==> config.mk <==
export PLATFORM = sky130hd
export DESIGN_NAME = mem_bus_arbiter
export DESIGN_NICKNAME = d
export VERILOG_FILES = /design/src/rtl/arb_pkg.sv /design/src/rtl/arb_picker.sv /design/src/rtl/mem_bus_arbiter.sv
export SDC_FILE = /design/constraint.sdc
export NUM_CORES = 1
export LEC_CHECK = 0
export ABC_AREA = 1
export BUFFER_PORTS_ARGS = -buffer_cell sky130_fd_sc_hd__buf_2
export CORE_AREA = 5 5 205 207
export CTS_BUF_LIST = sky130_fd_sc_hd__clkbuf_4 sky130_fd_sc_hd__clkbuf_8 sky130_fd_sc_hd__clkbuf_16
export DETAILED_ROUTE_END_ITERATION = 10
export DIE_AREA = 0 0 210 212
export SKIP_LAST_GASP = 1
export SLEW_MARGIN = 20
export SYNTH_ARGS = -nofsm -noshare
export SYNTH_HDL_FRONTEND = slang
export SYNTH_HIERARCHICAL = 1
export SYNTH_SLANG_ARGS = --single-unit
==> constraint.sdc <==
create_clock -name clk -period 2.8 [get_ports clk]
set_input_delay 0.56 -clock clk [delete_from_list [all_inputs] [get_ports clk]]
set_output_delay 0.56 -clock clk [all_outputs]
set_load 0.02 [all_outputs]
==> src/rtl/arb_pkg.sv <==
// Shared types and default widths for the memory bus arbiter.
// Latency: none (declarations only).
// Backpressure: n/a.
package arb_pkg;

  localparam int ARB_ADDR_W = 64;
  localparam int ARB_DATA_W = 64;

  // Arbiter transaction phase
  typedef enum logic [1:0] {
    IDLE = 2'd0,
    REQ  = 2'd1,
    WAIT = 2'd2
  } arb_state_t;

  // Requester identity: instruction fetch or memory stage
  typedef enum logic {
    ARB_I = 1'b0,
    ARB_D = 1'b1
  } arb_id_t;

endpackage

==> src/rtl/arb_picker.sv <==
// Chooses which pending requester receives the next grant.
// Latency: purely combinational.
// Backpressure: none; MEM_ARB_RR_EN selects round-robin, otherwise dbus wins.
module arb_picker
  import arb_pkg::*;
(
  input  logic i_valid,
  input  logic d_valid,
  input  logic rr_last,
  output logic any,
  output logic pick
);

  assign any = i_valid | d_valid;

`ifdef MEM_ARB_RR_EN
  // On contention hand the grant to whoever was not served last
  always_comb begin
    pick = ARB_D;
    if (i_valid && d_valid) begin
      pick = (rr_last == ARB_I) ? ARB_D : ARB_I;
    end else if (i_valid) begin
      pick = ARB_I;
    end
  end
`else
  // Fixed priority: the memory stage holds the older instruction
  logic w_unused_rr;
  assign w_unused_rr = rr_last;
  assign pick = d_valid ? ARB_D : ARB_I;
`endif

endmodule

==> src/rtl/mem_bus_arbiter.sv <==
// Shares one downstream memory port between ibus and dbus, grant locked per transaction.
// Latency: one IDLE grant cycle, then request; data_ok is same-cycle with m_resp_valid.
// Backpressure: m_valid and its fields hold until m_ready; MEM_ARB_RR_EN enables round-robin.
module mem_bus_arbiter
  import arb_pkg::*;
#(
  parameter int ADDR_W = ARB_ADDR_W,
  parameter int DATA_W = ARB_DATA_W
) (
  input  logic                clk,
  input  logic                resetn,
  input  logic                i_valid,
  input  logic [ADDR_W-1:0]   i_addr,
  output logic                i_data_ok,
  output logic [DATA_W-1:0]   i_data,
  input  logic                d_valid,
  input  logic [ADDR_W-1:0]   d_addr,
  input  logic [DATA_W/8-1:0] d_strobe,
  input  logic [DATA_W-1:0]   d_wdata,
  output logic                d_data_ok,
  output logic [DATA_W-1:0]   d_data,
  output logic                m_valid,
  output logic [ADDR_W-1:0]   m_addr,
  output logic [DATA_W/8-1:0] m_strobe,
  output logic [DATA_W-1:0]   m_wdata,
  input  logic                m_ready,
  input  logic                m_resp_valid,
  input  logic [DATA_W-1:0]   m_rdata
);

  arb_state_t r_state;
  arb_id_t    r_gnt;
  logic       w_rr_last;
  logic       w_any;
  logic       w_pick;
  logic       w_req;
  logic       w_complete;
  logic       w_gnt_d;

`ifdef MEM_ARB_RR_EN
  arb_id_t    r_rr_last;
  assign w_rr_last = r_rr_last;
`else
  assign w_rr_last = ARB_I;
`endif

  arb_picker u_picker (
    .i_valid (i_valid),
    .d_valid (d_valid),
    .rr_last (w_rr_last),
    .any     (w_any),
    .pick    (w_pick)
  );

  assign w_req   = (r_state == REQ);
  assign w_gnt_d = (r_gnt == ARB_D);

  // A response only counts once the request has been (or is being) accepted
  assign w_complete = (w_req && m_ready && m_resp_valid) ||
                      ((r_state == WAIT) && m_resp_valid);

  // Transaction FSM: grant in IDLE, present in REQ, await response in WAIT
  always_ff @(posedge clk) begin
    if (!resetn) begin
      r_state   <= IDLE;
      r_gnt     <= ARB_D;
`ifdef MEM_ARB_RR_EN
      r_rr_last <= ARB_I;
`endif
    end else begin
      case (r_state)
        IDLE: begin
          if (w_any) begin
            r_gnt   <= arb_id_t'(w_pick);
            r_state <= REQ;
          end
        end
        REQ: begin
          if (m_ready) begin
            r_state <= m_resp_valid ? IDLE : WAIT;
          end
        end
        WAIT: begin
          if (m_resp_valid) begin
            r_state <= IDLE;
          end
        end
        default: r_state <= IDLE;
      endcase
`ifdef MEM_ARB_RR_EN
      if (w_complete) begin
        r_rr_last <= r_gnt;
      end
`endif
    end
  end

  // Downstream request fields come straight from the granted requester's held inputs
  assign m_valid  = w_req;
  assign m_addr   = !w_req ? '0 : (w_gnt_d ? d_addr : i_addr);
  assign m_strobe = (w_req && w_gnt_d) ? d_strobe : '0;
  assign m_wdata  = (w_req && w_gnt_d) ? d_wdata  : '0;

  // Route the response to its owner; a requester that dropped valid gets nothing
  assign i_data_ok = w_complete && !w_gnt_d && i_valid;
  assign d_data_ok = w_complete &&  w_gnt_d && d_valid;
  assign i_data    = i_data_ok ? m_rdata : '0;
  assign d_data    = d_data_ok ? m_rdata : '0;

endmodule

---- After elaboration in Yosys (flattened, before gate mapping) ----
Cells that the tools add are included.
word-level totals
  output and inout port bits .............. 267
  word-level logic and storage cells ...... 33
  bits of input ports ..................... 270
  register bits after elaboration ......... 3
cells by class
  bitwise gates (word level) .............. 1
  multiplexer cells ....................... 12
  reduce and logical (&&, ||, !) cells .... 13
  eq/ne operators ......................... 5
operator list
  kind                                                                    count
  64-bit two-way mux                                                      5
  1-bit logical AND                                                       8
  2-bit two-way mux                                                       4
  8-bit two-way mux                                                       1
  2-bit case mux with 3 select lines                                      1
  2-bit != test (second input constant)                                   2
  3-bit AND reduction                                                     1
  2-bit by 1-bit equality test with 1-bit output (second input constant)  1
  2-bit equality test (second input constant)                             1
  2-bit zero test                                                         1
  2-bit by 1-bit != test with 1-bit output (second input constant)        1
  2-bit AND reduction                                                     1
  1-bit zero test                                                         1
  1-bit logical OR                                                        1
  1-bit two-way mux                                                       1
  1-bit OR                                                                1

---- Logic depth before layout (Yosys ltp) ----
  depth in word-level cells ............... 7
  gate-level depth with buffers ........... 7
  mapped depth without buffers ............ 6

---- Hierarchy ----
Netlist, hierarchy kept.
by module, submodules not included
  module           seq. area each (um^2)  cells each  area an instance (um^2)  instances
  mem_bus_arbiter  60.1                   600         2648.8                   1
  arb_picker       0.0                    4           18.8                     1

---- Worst setup path before layout ----
No wires, ideal clock.
  path kind ............................... in2out
  start point ............................. input port m_ready
  end point ............................... output port d_data[23]
  stages .................................. 6
  path buffers ............................ 2
  arrival time ............................ 1374 ps
  required time ........................... 2240 ps
  path slack .............................. 866 ps
  cells stage by stage .................... nand3_1 nand2_1 nand3_1 buf_6 buf_8 nor2_1
on the way
  cells in the longest elaborated chain, start to end .. 6
RTL lines
  item                             RTL line                text
  start, declared                  mem_bus_arbiter.sv:26   input logic m_ready,
  1-bit logical AND (2 in series)  mem_bus_arbiter.sv:59   assign w_complete = (w_req && m_ready && m_resp_valid) ||
  1-bit logical OR                 mem_bus_arbiter.sv:59
  1-bit logical AND (2 in series)  mem_bus_arbiter.sv:106  assign d_data_ok = w_complete && w_gnt_d && d_valid;
  64-bit two-way mux               mem_bus_arbiter.sv:108  assign d_data = d_data_ok ? m_rdata : '0;
  end, declared                    mem_bus_arbiter.sv:21   output logic [DATA_W-1:0] d_data,
No other way between the ends.

---- Final worst setup path ----
  start point ............................. input port m_ready
  end point ............................... output port d_data[53]
Same word-level chain as after synthesis.

==> results.cfg <==
[clock_tree]
cts_tree = done
cts_inserted_buffers = 3
cts.repair.resized = 0
clock_path_buffers = 2
cts_sinks = 3
postCtsHoldBufs = 0
path_clk_slew_ps = 30
root_buffer = clkbuf_16
clock_latency_ps = 220
postCtsSetupBuffers = 0
htree_levels = 1

[final_layout]
fin_nets = 1384
drive_gt1_share_pct = 54.36
final_area_mm2 = 0.005976
synthToLayoutAreaGrowth_pct = 124.3

[timing]
rsz0062_at_grt = no
max_freq_mhz = 411.4
setup_violations = 0
fin_tns_setup_ps = 0
skew_ps = 0.07153
min_period_ps = 2431
drv_slew = 0
hold_viol = 0
relSlewSlack_pct = 70.44
finalCritPeriodShare_pct = 86.81
worst_slew_pin_slew_ps = 443.4

[logic_synthesis]
yosysWarnings = 6
syn_nets = 873
syn_inst = 603
synth.avg_cell_area_um2 = 4.418
syn_area_mm2 = 0.002664

[drt]
routed_wl_mm = 18.00
dr.pass1.iters = 4
num_vias = 5244
via_per_inst = 3.184
post-route-drc-count = 0
wl_per_cell_um = 10.93
antenna_left = 0
drt_iter0_drc = 147

[placement]
place_hpwl_mm = 16.04
io_buffers = 536
gp_congestion = 0.8761
place_area_mm2 = 0.005888

[die]
pin_count = 537
initial_core_util_pct = 6.629
core_area_mm2 = 0.04018
dieArea_mm2 = 0.04452
die_x_um = 210
row_count = 74
fp.dieH_um = 212

[grt]
grt_use_total_pct = 6.737
grt_pass1_vias = 4769
grt_max_degree = 73
grt_pass1_wl_mm = 24.05
antenna_found_initial = 3
gr-total-overflow = 0

[setup_path]
end_kind = primary output
path_max_fanout = 25
startpoint_type = input pin
arrival_ps = 1870
criticalPathCategory = input pin to primary output
required_ps = 2240

[status]
status = complete, no violations

[pwr]
vdd_drop_max_mv = 0.1247
p_total_mw = 1.257
power.density_mw_per_mm2 = 210.4
leakage_nw = 4.282

[worst_hold_path]
hp-class = input pin to flop

[flow_run]
maxCapViolCount = 0
==> worst max-delay path, cell delays in order <==
cell and delay [ps]:
buf_2 90, nand3_1 70, nand2_1 150, nand3_4 360, buf_4 330, nor2_1 100, buf_2 170
==> per-layer routing <==
layer  vias to the layer above  GRT usage, %  wire length (um)
li1                       2714             -                 -
met3                        37         2.376              2361
met2                       355         12.96              9014
met5                         -             0                13
met4                         2         3.173               760
met1                      2136         6.371              5848
==> per-stage QoR <==
step	hold WS, ps	utilization (%)	instances	setup slack (ps)
global placement	609.0	14.65	1641	397.5
CTS	569.7	14.86	1645	335.1
finish	565.5	14.87	1647	369.4
global route	577.9	14.86	1645	262.7
floorplan	567.2	-	603	866.0
detailed placement	615.6	14.65	1641	382.8
==> cell type report <==
cell class | count | area [um^2]
Timing Repair Buffer | 549 | 2843
Sequential cell | 3 | 61.31
Tap cell | 532 | 665.6
Fill cell | 4723 | 34210
Clock buffer | 4 | 82.58
Multi-Input combinational cell | 409 | 1763
Inverter | 148 | 555.5
Antenna cell | 2 | 5.005
==> registers in the layout, summed over array words and instances, names as in the netlist <==
signal,count
r_state,2
r_gnt,1
==> report_power, final <==
part	internal (mW)	switching [mW]	total (mW)
sequential	0.0469	0.00776	0.0547
clock	0.198	0.0406	0.238
combinational	0.354	0.610	0.964
total	0.599	0.658	1.26
==> worst paths after layout <==
check	from	to	slack [ps]	depth (start not counted)
hold reg to reg	r_gnt$_SDFFE_PN1P_	r_gnt$_SDFFE_PN1P_	610	2
hold / removal	resetn	r_gnt$_SDFFE_PN1P_	570	2
setup / recovery	m_ready	d_data[53]	370	7
setup reg to reg	r_state[1]$_SDFFE_PN0P_	r_state[0]$_SDFFE_PN0P_	1470	5
==> cell usage in the layout (no fill, tap or decap), drive strengths merged <==
| cell | instances |
|---|---|
| nor2 | 202 |
| dfxtp | 3 |
| clkbuf | 4 |
| a21oi | 64 |
| o21a | 1 |
| nand3 | 5 |
| inv | 147 |
| buf | 549 |
| nand2 | 136 |
| clkinv | 1 |
| diode | 2 |
| and3 | 1 |
(Power assumes the default switching activity.)
